`config.mk`:
```
export PLATFORM = sky130hd
export DESIGN_NAME = channel_accum_7
export DESIGN_NICKNAME = d
export VERILOG_FILES = /design/src/rtl/channel_accum_7_pkg.sv /design/src/rtl/channel_accum_7_sat_shift.sv /design/src/rtl/channel_accum_7.sv
export SDC_FILE = /design/constraint.sdc
export NUM_CORES = 1
export LEC_CHECK = 0
export ABC_AREA = 1
export CAP_MARGIN = 5
export CORE_MARGIN = 10
export CORE_UTILIZATION = 58
export CTS_CLUSTER_SIZE = 30
export DETAILED_ROUTE_END_ITERATION = 10
export PLACE_DENSITY = 0.84
export SLEW_MARGIN = 10
export SYNTH_ARGS = -nofsm -noshare
export SYNTH_HDL_FRONTEND = slang
export SYNTH_SLANG_ARGS = --single-unit
```
`constraint.sdc`:
```
create_clock -name clk -period 6.65 [get_ports clk]
set_input_delay 0.665 -clock clk [delete_from_list [all_inputs] [get_ports clk]]
set_output_delay 0.665 -clock clk [all_outputs]
set_load 0.1 [all_outputs]
```
`src/rtl/channel_accum_7_pkg.sv`:
```
// ============================================================================
// Module  : channel_accum_7_pkg
// Purpose : Shared constants and types for the channel accumulator slice.
//           Carries the data width shared with num_data.v (`DATA_LEN) and the
//           accumulator guard width (`ACC_GUARD) reused by other accumulators.
// Ports   : none (package)
// Config  : RELU_EN (used by channel_accum_7_sat_shift) - clamp negatives to 0
// Revision: 1.0 - initial release
// ============================================================================
`default_nettype none

`ifndef DATA_LEN
`define DATA_LEN 16
`endif

`ifndef ACC_GUARD
`define ACC_GUARD 4
`endif

package channel_accum_7_pkg;

  localparam int DATA_LEN  = `DATA_LEN;
  localparam int ACC_GUARD = `ACC_GUARD;

  typedef logic [DATA_LEN-1:0] data_t;

endpackage

`default_nettype wire

```
`src/rtl/channel_accum_7_sat_shift.sv`:
```
// ============================================================================
// Module  : channel_accum_7_sat_shift
// Purpose : Combinational ACC_W -> OUT_W arithmetic right shift, signed
//           saturation and optional ReLU. Shared with the pooling stage.
// Ports   : i_acc  [ACC_W-1:0] signed accumulator value
//           o_data [OUT_W-1:0] shifted, saturated (and optionally clamped)
// Config  : RELU_EN defined -> negative saturated results forced to 0
// Revision: 1.0 - initial release
// ============================================================================
`default_nettype none

module channel_accum_7_sat_shift #(
  parameter int ACC_W = 20,
  parameter int OUT_W = 16,
  parameter int SHIFT = 0
) (
  input  logic [ACC_W-1:0] i_acc,
  output logic [OUT_W-1:0] o_data
);

  localparam int HI_W = ACC_W - OUT_W + 1;

  logic signed [ACC_W-1:0] w_shifted;
  logic        [HI_W-1:0]  w_hi;
  logic                    w_ovf;
  logic        [OUT_W-1:0] w_sat;

  assign w_shifted = $signed(i_acc) >>> SHIFT;

  // The value fits in OUT_W bits only when every bit from the output sign
  // position upward is a copy of the accumulator sign.
  assign w_hi  = w_shifted[ACC_W-1:OUT_W-1];
  assign w_ovf = !((&w_hi) || (~|w_hi));

  assign w_sat = !w_ovf       ? w_shifted[OUT_W-1:0] :
                 w_hi[HI_W-1] ? {1'b1, {(OUT_W-1){1'b0}}} :
                                {1'b0, {(OUT_W-1){1'b1}}};

`ifdef RELU_EN
  assign o_data = w_sat[OUT_W-1] ? '0 : w_sat;
`else
  assign o_data = w_sat;
`endif

endmodule

`default_nettype wire

```
`src/rtl/channel_accum_7.sv`:
```
// ============================================================================
// Module  : channel_accum_7
// Purpose : Accumulates NUM_PHASE partial sums from the dot-product channel,
//           adds the channel bias, shifts/saturates (optional ReLU) and
//           presents the result under a valid/ready handshake.
// Ports   : clk, rst (async, active-high)
//           in_valid, in_q   - channel partial (rising edge of in_valid = 1)
//           bias             - signed bias, taken on the first capture
//           abort            - flush the in-progress pixel
//           out_ready        - consumer accepts out_data
//           out_valid, out_data - held result
//           phase_cnt        - partials captured for current pixel
//           overrun          - sticky: result dropped while output pending
// Config  : RELU_EN defined -> negative results forced to 0
// Revision: 1.0 - initial release
// ============================================================================
`default_nettype none

module channel_accum_7
  import channel_accum_7_pkg::*;
#(
  parameter int NUM_PHASE = 7,
  parameter int GUARD     = ACC_GUARD,
  parameter int SHIFT     = 0
) (
  input  logic                clk,
  input  logic                rst,
  input  logic                in_valid,
  input  logic [DATA_LEN-1:0] in_q,
  input  logic [DATA_LEN-1:0] bias,
  input  logic                abort,
  input  logic                out_ready,
  output logic                out_valid,
  output logic [DATA_LEN-1:0] out_data,
  output logic [2:0]          phase_cnt,
  output logic                overrun
);

  localparam int         ACC_W  = DATA_LEN + GUARD;
  localparam logic [2:0] c_LAST = 3'(NUM_PHASE - 1);

  logic             r_in_valid_d;
  logic [ACC_W-1:0] r_acc;
  logic [2:0]       r_phase;
  logic             r_out_valid;
  data_t            r_out_data;
  logic             r_overrun;

  logic             w_cap;
  logic             w_first;
  logic             w_last;
  logic             w_done;
  logic [ACC_W-1:0] w_base;
  logic [ACC_W-1:0] w_sum;
  data_t            w_res;

  // One capture per rising edge of in_valid, however long it stays high.
  assign w_cap   = in_valid & ~r_in_valid_d;
  assign w_first = (r_phase == 3'd0);
  assign w_last  = (r_phase == c_LAST);

  // The bias enters the sum as the base term of the first capture, so the
  // accumulator already holds it and no separate bias copy is needed.
  assign w_base = w_first ? {{GUARD{bias[DATA_LEN-1]}}, bias} : r_acc;
  assign w_sum  = w_base + {{GUARD{in_q[DATA_LEN-1]}}, in_q};

  // abort wins over a same-cycle capture, so it also suppresses completion.
  assign w_done = w_cap & ~abort & w_last;

  channel_accum_7_sat_shift #(
    .ACC_W (ACC_W),
    .OUT_W (DATA_LEN),
    .SHIFT (SHIFT)
  ) u_sat_shift (
    .i_acc  (w_sum),
    .o_data (w_res)
  );

  always_ff @(posedge clk or posedge rst) begin
    if (rst) begin
      r_in_valid_d <= 1'b0;
      r_acc        <= '0;
      r_phase      <= 3'd0;
    end else begin
      r_in_valid_d <= in_valid;
      if (abort) begin
        r_acc   <= '0;
        r_phase <= 3'd0;
      end else if (w_cap) begin
        if (w_last) begin
          r_acc   <= '0;
          r_phase <= 3'd0;
        end else begin
          r_acc   <= w_sum;
          r_phase <= r_phase + 3'd1;
        end
      end
    end
  end

  always_ff @(posedge clk or posedge rst) begin
    if (rst) begin
      r_out_valid <= 1'b0;
      r_out_data  <= '0;
      r_overrun   <= 1'b0;
    end else begin
      if (w_done) begin
        // A pending, unaccepted result is kept; the new one is dropped.
        if (r_out_valid && !out_ready) begin
          r_overrun <= 1'b1;
        end else begin
          r_out_valid <= 1'b1;
          r_out_data  <= w_res;
        end
      end else if (r_out_valid && out_ready) begin
        r_out_valid <= 1'b0;
      end
    end
  end

  assign out_valid = r_out_valid;
  assign out_data  = r_out_data;
  assign phase_cnt = r_phase;
  assign overrun   = r_overrun;

endmodule

`default_nettype wire
```
==> results of run 1 <==
routing by layer:
layer / share of wire (%) / up-vias
met5: 0 / -
met1: 42 / 1482
met3: 8.6 / 16
li1: - / 1659
met4: 0.82 / 0
met2: 49 / 163
power groups by stage:
| stage | sequential [mW] | combinational [mW] | clock [mW] |
|---|---|---|---|
| 2_1_floorplan | 0.301 | 0.249 | 0 |
| 3_3_place_gp | 0.283 | 0.351 | 0 |
| 3_5_place_dp | 0.284 | 0.357 | 0 |
| 4_1_cts | 0.278 | 0.359 | 0.155 |
| 5_1_grt | 0.280 | 0.405 | 0.164 |
| 6_report | 0.279 | 0.366 | 0.154 |
sequential cells by signal (all words and copies together) (netlist names):
register	cells
r_acc	20
out_data	16
phase_cnt	3
out_valid	1
overrun	1
r_in_valid_d	1
cells in the final DEF (no fill, tap or decap):
master / n
nand3_2: 1
clkinv_1: 1
clkbuf_8: 5
o21ai_4: 1
clkbuf_1: 2
nand3_1: 66
o22ai_1: 2
xor2_1: 9
nor3_1: 4
o21ai_0: 23
a21oi_1: 30
and3_1: 1
xnor2_1: 6
a21oi_4: 1
nand2_1: 163
a21o_1: 1
nor4_1: 1
xor2_2: 1
a21boi_0: 2
clkdlybuf4s50_1: 57
nand2_2: 4
or2_1: 1
buf_4: 1
nor2_1: 21
inv_1: 74
ha_1: 19
a31oi_1: 1
dfrtp_1: 42
o21a_1: 1
o21bai_1: 1
fa_1: 1
or2_4: 1
per-stage QoR:
step                      hold slack [ps]  setup WS, ps  power (mW)  instances  utilization [%]
final                                 465          2790       0.799        616             72.0
after global routing                  491          2350       0.849        616             72.0
after CTS                             470          2870       0.792        616             72.0
after detailed placement              452          2870       0.640        609             70.6
after global placement                442          2960       0.634        609             70.6
after floorplan                       473          3130       0.550        491                -
synth_stat cells (all sizes together), types with 2 or more instances:
| library cell | instances |
|---|---|
| a21boi | 2 |
| a21oi | 31 |
| buf | 3 |
| clkbuf | 9 |
| dfrtp | 42 |
| ha | 19 |
| inv | 74 |
| nand2 | 167 |
| nand3 | 67 |
| nor2 | 21 |
| nor3 | 4 |
| o21ai | 24 |
| o22ai | 2 |
| or2 | 2 |
| xnor2 | 6 |
| xor2 | 10 |
how the worst max path moves through the flow:
stage,start,endpoint,slack [ps],cells after the start
6_report,phase_cnt[0],out_data[1],2790,19
5_1_grt,phase_cnt[0],out_data[0],2350,19
4_1_cts,phase_cnt[0],out_data[1],2870,19
3_5_place_dp,phase_cnt[0],out_data[1],2870,19
3_3_place_gp,phase_cnt[0],out_data[1],2960,19
2_1_floorplan,phase_cnt[2],out_data[6],3130,21
area by class of cell:
| cell class | count | area (sq um) |
|---|---|---|
| clock buffers | 7 | 76.3 |
| fillers | 479 | 1530 |
| inverters | 75 | 282 |
| multi-input cells | 362 | 1860 |
| flip-flops and latches | 42 | 1050 |
| well taps | 72 | 90.1 |
| repair buffers | 58 | 578 |
logic make-up after synthesis:
family / Yosys count / synth area share, %
xor+xnor: 16 / 4.52
flops: 42 / 32.2
simple gates: 263 / 33.8
buf+inv: 87 / 10.7
fa+ha+maj: 20 / 7.90
compound gates: 63 / 10.9
worst register-to-register path, stage by stage, from the launching register on:
cell,delay [ps]
dfrtp_1,470
nor2_1,90
nand2_1,340
inv_1,460
nand2_1,160
nand2_1,70
ha_1,260
fa_1,440
nand2_1,80
nand2_1,70
nand3_1,80
nand2_1,100
nand2_1,120
nand2_1,80
nand2_1,70
nand2_1,60
nor2_1,150
nand3_2,130
a21oi_4,360
a21boi_0,160
==> summary.txt, run 1 <==
status: finished clean
sequential fraction of the synthesis area: 32.2%
Sw Pwr: 0.334 mW
largest net degree at the start of global routing: 43
grt total ovfl: 0
Vert. Die Dim: 95.0 um
top post-synthesis cells by area: dfrtp_1 (32%), nand2_1 (19%), nand3_1 (10%)
Peak supply drop: 0.151 mV
largest area contributor in the netlist: dfrtp_1
gr busiest metal: met2
post-route cell area: 0.00394 sq mm
Lkg Pwr: 2.19 nW
CP required: 6800 ps
Synth top area share: 32.2%
hold wc startpoint: overrun
PortBufs: 57
Routed Antenna Nets: 0
CTS resizes: 0
Area Growth Syn to Fin: 20.7%
Setup CP Type: flip-flop to flip-flop
hpwl dp: 6.96 mm
via total after detailed routing: 3320
DRC: 0
setup repair bufs after CTS: 0
met1 Track Usage GR: 25.1%
crit path cell chain: nor2_1 -> nand2_1 -> inv_1 -> nand2_1 -> nand2_1 -> ha_1 -> fa_1 -> nand2_1 -> nand2_1 -> nand3_1 -> nand2_1 -> nand2_1 -> nand2_1 -> nand2_1 -> nand2_1 -> nor2_1 -> nand3_2 -> a21oi_4 -> a21boi_0
Synth Instances: 491
min Tclk post-route: 3860 ps
Core Area: 0.00547 sq mm
Worst-path clk slew: 80 ps
share of layout cells above drive strength 1: 2.76%
hold_buf cts: 0
RSZ-0062 raised after global routing: false
CP top delay family: simple AND/OR/NAND/NOR gates
H-tree levels: 2
Die X: 95.0 um
final setup vio count: 0
GRT Total Usage: 19.8%
Clock power frac: 19.3%
WP buf/inv: 1
min-delay worst type: flip-flop to flip-flop
switch share: 41.8%
Fin. Hold Viols: 0
CP most frequent cell: nand2_1
Tcrit/Tclk final: 58.1%
crit path DAT: 4010 ps
Reg power frac: 34.9%
relative max-transition margin: 26.5%
num rows: 27
CP peak stage delay: 470 ps
vias in the first global route: 3104
grt met2 use: 34.4%
CTS max path bufs: 2
syn_nets: 548
FF-to-FF End: out_data[1]
P per Cell Area: 203 mW/mm^2
CP max stage cell: dfrtp_1
Synth cell types: 30
CP Max Fanout: 24
max-capacitance violation count: 0
wire length per cell: 14.6 um
cell internal pwr: 0.465 mW
Post-Route Setup TNS: 0 ps
asr flop ratio synth: 100%
Cell Area, Placed: 0.00386 sq mm
Synth warnings: 0
dominant synthesized flop cell: dfrtp_1
R2R setup slack: 2790 ps
CP startpoint kind: flip-flop
Skew-Pair Late Insertion Delay: 290 ps
GR Util met3: 4.60%
first-pass GRT wire length: 14.5 mm
Top-Level Pins: 58
reg2reg start: phase_cnt[0]
final WL: 9.02 mm
Post-Syn Area: 0.00326 sq mm
1st-iter DRT viols: 327
Final Wtd Congestion: 0.974
mean post-synth cell area: 6.65 sq um
Hold Crit Endpoint: overrun
Slew @ Worst Pin: 1100 ps
Final Max Slew Viols: 0
Initial DRT Pass Iterations: 7
CTS Sinks: 42
Synth Register Bits: 42
total CTS buffers: 5
Setup Skew: 5.20 ps
Initial Util: 59.6%
number of flops mapped to enable cells by yosys: 0
CP endpoint kind: flip-flop
Comb power frac: 45.8%
Hold Path Stages: 1
initial antenna violation count: 0
Clock Root Buffer: clkbuf_8
TritonCTS clock tree: yes
Die ar.: 0.00903 sq mm
fin nets: 601
Reg2Reg Depth: 19
ant diodes: 0
f_max: 259 MHz
vias per inst: 5.39
Power figures use the tool's default switching activity.
==> run 2, diff against run 1 <==
--- a/config.mk
+++ b/config.mk
@@ -8,10 +8,10 @@
 export ABC_AREA = 1
 export CAP_MARGIN = 5
 export CORE_MARGIN = 10
-export CORE_UTILIZATION = 58
+export CORE_UTILIZATION = 54
 export CTS_CLUSTER_SIZE = 30
 export DETAILED_ROUTE_END_ITERATION = 10
-export PLACE_DENSITY = 0.84
+export PLACE_DENSITY = 0.79
 export SLEW_MARGIN = 10
 export SYNTH_ARGS = -nofsm -noshare
 export SYNTH_HDL_FRONTEND = slang
==> constraint.sdc (replaced) <==
create_clock -name clk -period 3.7 [get_ports clk]
set_input_delay 0.37 -clock clk [delete_from_list [all_inputs] [get_ports clk]]
set_output_delay 0.37 -clock clk [all_outputs]
set_load 0.1 [all_outputs]
==> summary.txt, run 2 (synthesized netlist as in run 1, its figures left out) <==
CP startpoint kind: flip-flop (unchanged)
H-tree levels: 2 (unchanged)
Vert. Die Dim: 97.7 um (was 95.0 um)
hold wc startpoint: overrun (unchanged)
vias per inst: 5.40 (was 5.39)
status: finished clean (unchanged)
hold_buf cts: 0 (unchanged)
met1 Track Usage GR: 23.6% (was 25.1%)
Core Area: 0.00589 sq mm (was 0.00547 sq mm)
relative max-transition margin: 32.5% (was 26.5%)
first-pass GRT wire length: 15.6 mm (was 14.5 mm)
initial antenna violation count: 0 (unchanged)
final WL: 9.39 mm (was 9.02 mm)
commonest non-fill, non-tap cell in the layout: nand2_1 (unchanged)
grt met2 use: 33.6% (was 34.4%)
TritonCTS clock tree: yes (unchanged)
min-delay worst type: flip-flop to flip-flop (unchanged)
CTS max path bufs: 2 (unchanged)
crit path cell chain: nor2_1 -> nand2_1 -> inv_1 -> buf_4 -> nand2_1 -> nand2_1 -> ha_1 -> nand2_1 -> inv_1 -> nand2_1 -> nand2_1 -> nand2_1 -> nand3_1 -> nand2_1 -> nand3_1 -> nand2_1 -> nand3_2 -> a21oi_4 -> a21boi_0 (was nor2_1 -> nand2_1 -> inv_1 -> nand2_1 -> nand2_1 -> ha_1 -> fa_1 -> nand2_1 -> nand2_1 -> nand3_1 -> nand2_1 -> nand2_1 -> nand2_1 -> nand2_1 -> nand2_1 -> nor2_1 -> nand3_2 -> a21oi_4 -> a21boi_0)
P per Cell Area: 397 mW/mm^2 (was 203 mW/mm^2)
Setup Skew: 7.64 ps (was 5.20 ps)
Most flops, register: r_acc (unchanged)
1st-iter DRT viols: 160 (was 327)
RSZ-0062 raised after global routing: false (unchanged)
FF-to-FF End: out_data[1] (unchanged)
Clock Root Buffer: clkbuf_8 (unchanged)
PortBufs: 57 (unchanged)
Hold Crit Endpoint: overrun (unchanged)
CTS Sinks: 42 (unchanged)
final core occ: 68.6% (was 72.0%)
most frequent cells in the layout: nand2_1 (163), inv_1 (74), nand3_1 (66) (unchanged)
Initial Util: 55.4% (was 59.6%)
Tcrit/Tclk final: 89.6% (was 58.1%)
R2R setup slack: 390 ps (was 2790 ps)
Reg2Reg Depth: 19 (unchanged)
Layout fillers: 508 (was 479)
flip-flop count of the largest register after layout: 20 (unchanged)
CP endpoint kind: flip-flop (unchanged)
final setup vio count: 0 (unchanged)
Hold Path Stages: 1 (unchanged)
Setup CP Type: flip-flop to flip-flop (unchanged)
gr busiest metal: met2 (unchanged)
Fin. Hold Viols: 0 (unchanged)
Top-Level Pins: 58 (unchanged)
Post-Route Setup TNS: 0 ps (unchanged)
largest net degree at the start of global routing: 27 (was 43)
num rows: 28 (was 27)
CP max stage cell: dfrtp_1 (unchanged)
CP most frequent cell: nand2_1 (unchanged)
Final Max Slew Viols: 0 (unchanged)
Die X: 97.7 um (was 95.0 um)
share of layout cells above drive strength 1: 4.01% (was 2.76%)
Peak supply drop: 0.280 mV (was 0.151 mV)
Routed Antenna Nets: 0 (unchanged)
Initial DRT Pass Iterations: 5 (was 7)
CP required: 3860 ps (was 6800 ps)
CTS resizes: 0 (unchanged)
ant diodes: 0 (unchanged)
CP peak stage delay: 460 ps (was 470 ps)
grt total ovfl: 0 (unchanged)
Final Wtd Congestion: 0.957 (was 0.974)
max-capacitance violation count: 0 (unchanged)
Area Growth Syn to Fin: 23.7% (was 20.7%)
via total after detailed routing: 3372 (was 3320)
vias in the first global route: 3241 (was 3104)
CP Max Fanout: 15 (was 24)
hpwl dp: 7.38 mm (was 6.96 mm)
Lkg Pwr: 2.24 nW (was 2.19 nW)
Slew @ Worst Pin: 1010 ps (was 1100 ps)
GR Util met3: 3.31% (was 4.60%)
GRT Total Usage: 19.2% (was 19.8%)
crit path DAT: 3480 ps (was 4010 ps)
reg2reg start: phase_cnt[0] (unchanged)
fin nets: 605 (was 601)
f_max: 302 MHz (was 259 MHz)
min Tclk post-route: 3310 ps (was 3860 ps)
DRC: 0 (unchanged)
Worst-path clk slew: 80 ps (about the same)
wire length per cell: 15.0 um (was 14.6 um)
Die ar.: 0.00955 sq mm (was 0.00903 sq mm)
Skew-Pair Late Insertion Delay: 300 ps (was 290 ps)
total CTS buffers: 5 (unchanged)
setup repair bufs after CTS: 0 (unchanged)
==> run 2: cell count changes in the layout (fill, tap and decap cells not counted) <==
cell       delta
bufinv_16     +2
clkbuf_1      -2
clkinv_4      +1
buf_4         +4
==> run 2: layout make-up <==
class	count	area (sq um)	area share [%]
clock inverter	3	68.8	1.71
sequential	42	1050	26.0
clock buffer	5	68.8	1.71
inverter	75	282	6.98
tap	75	93.8	2.33
timing repair buffer	62	608	15.1
multi-input combinational	362	1860	46.2
==> run 2: worst max-delay path by stage <==
| stage | from | to | slack, ps | cells past startpoint |
|---|---|---|---|---|
| 2_1_floorplan | phase_cnt[2] | out_data[6] | 180 | 21 |
| 3_3_place_gp | bias[0] | out_data[1] | 490 | 17 |
| 3_5_place_dp | phase_cnt[0] | out_data[1] | 420 | 15 |
| 4_1_cts | phase_cnt[0] | out_data[1] | 420 | 16 |
| 5_1_grt | phase_cnt[0] | out_data[1] | 80 | 19 |
| 6_report | phase_cnt[0] | out_data[1] | 390 | 19 |
==> run 2: worst max-delay path, delay by kind of cell, from the launching register on <==
kind,cells,cell delay (ps)
simple gates,13,1390
compound gates,2,520
buf+inv,3,530
fa+ha+maj,1,280
flops,1,460
==> run 2: per-stage QoR <==
| step | setup WS (ps) | hold slack, ps | area [sq um] | total power, mW | cells |
|---|---|---|---|---|---|
| 2_1_floorplan | 180 | 401 | 3260 | 0.988 | 491 |
| 3_3_place_gp | 489 | 440 | 3900 | 1.15 | 616 |
| 3_5_place_dp | 423 | 459 | 3900 | 1.16 | 616 |
| 4_1_cts | 425 | 481 | 4040 | 1.60 | 624 |
| 5_1_grt | 75.1 | 502 | 4040 | 1.71 | 624 |
| 6_report | 386 | 469 | 4040 | 1.60 | 624 |
==> run 2: where the power goes <==
part / leakage, nW / internal (mW) / switching [mW]
combinational: 1.67 / 0.224 / 0.438
clock: 0.0683 / 0.270 / 0.169
sequential: 0.498 / 0.486 / 0.0160
total: 2.24 / 0.980 / 0.624
==> run 2: metal layers <==
layer / vias up / routed length, um
met4: 0 / 132
met1: 1560 / 4030
met3: 14 / 569
met2: 127 / 4660
li1: 1671 / -
met5: - / 0
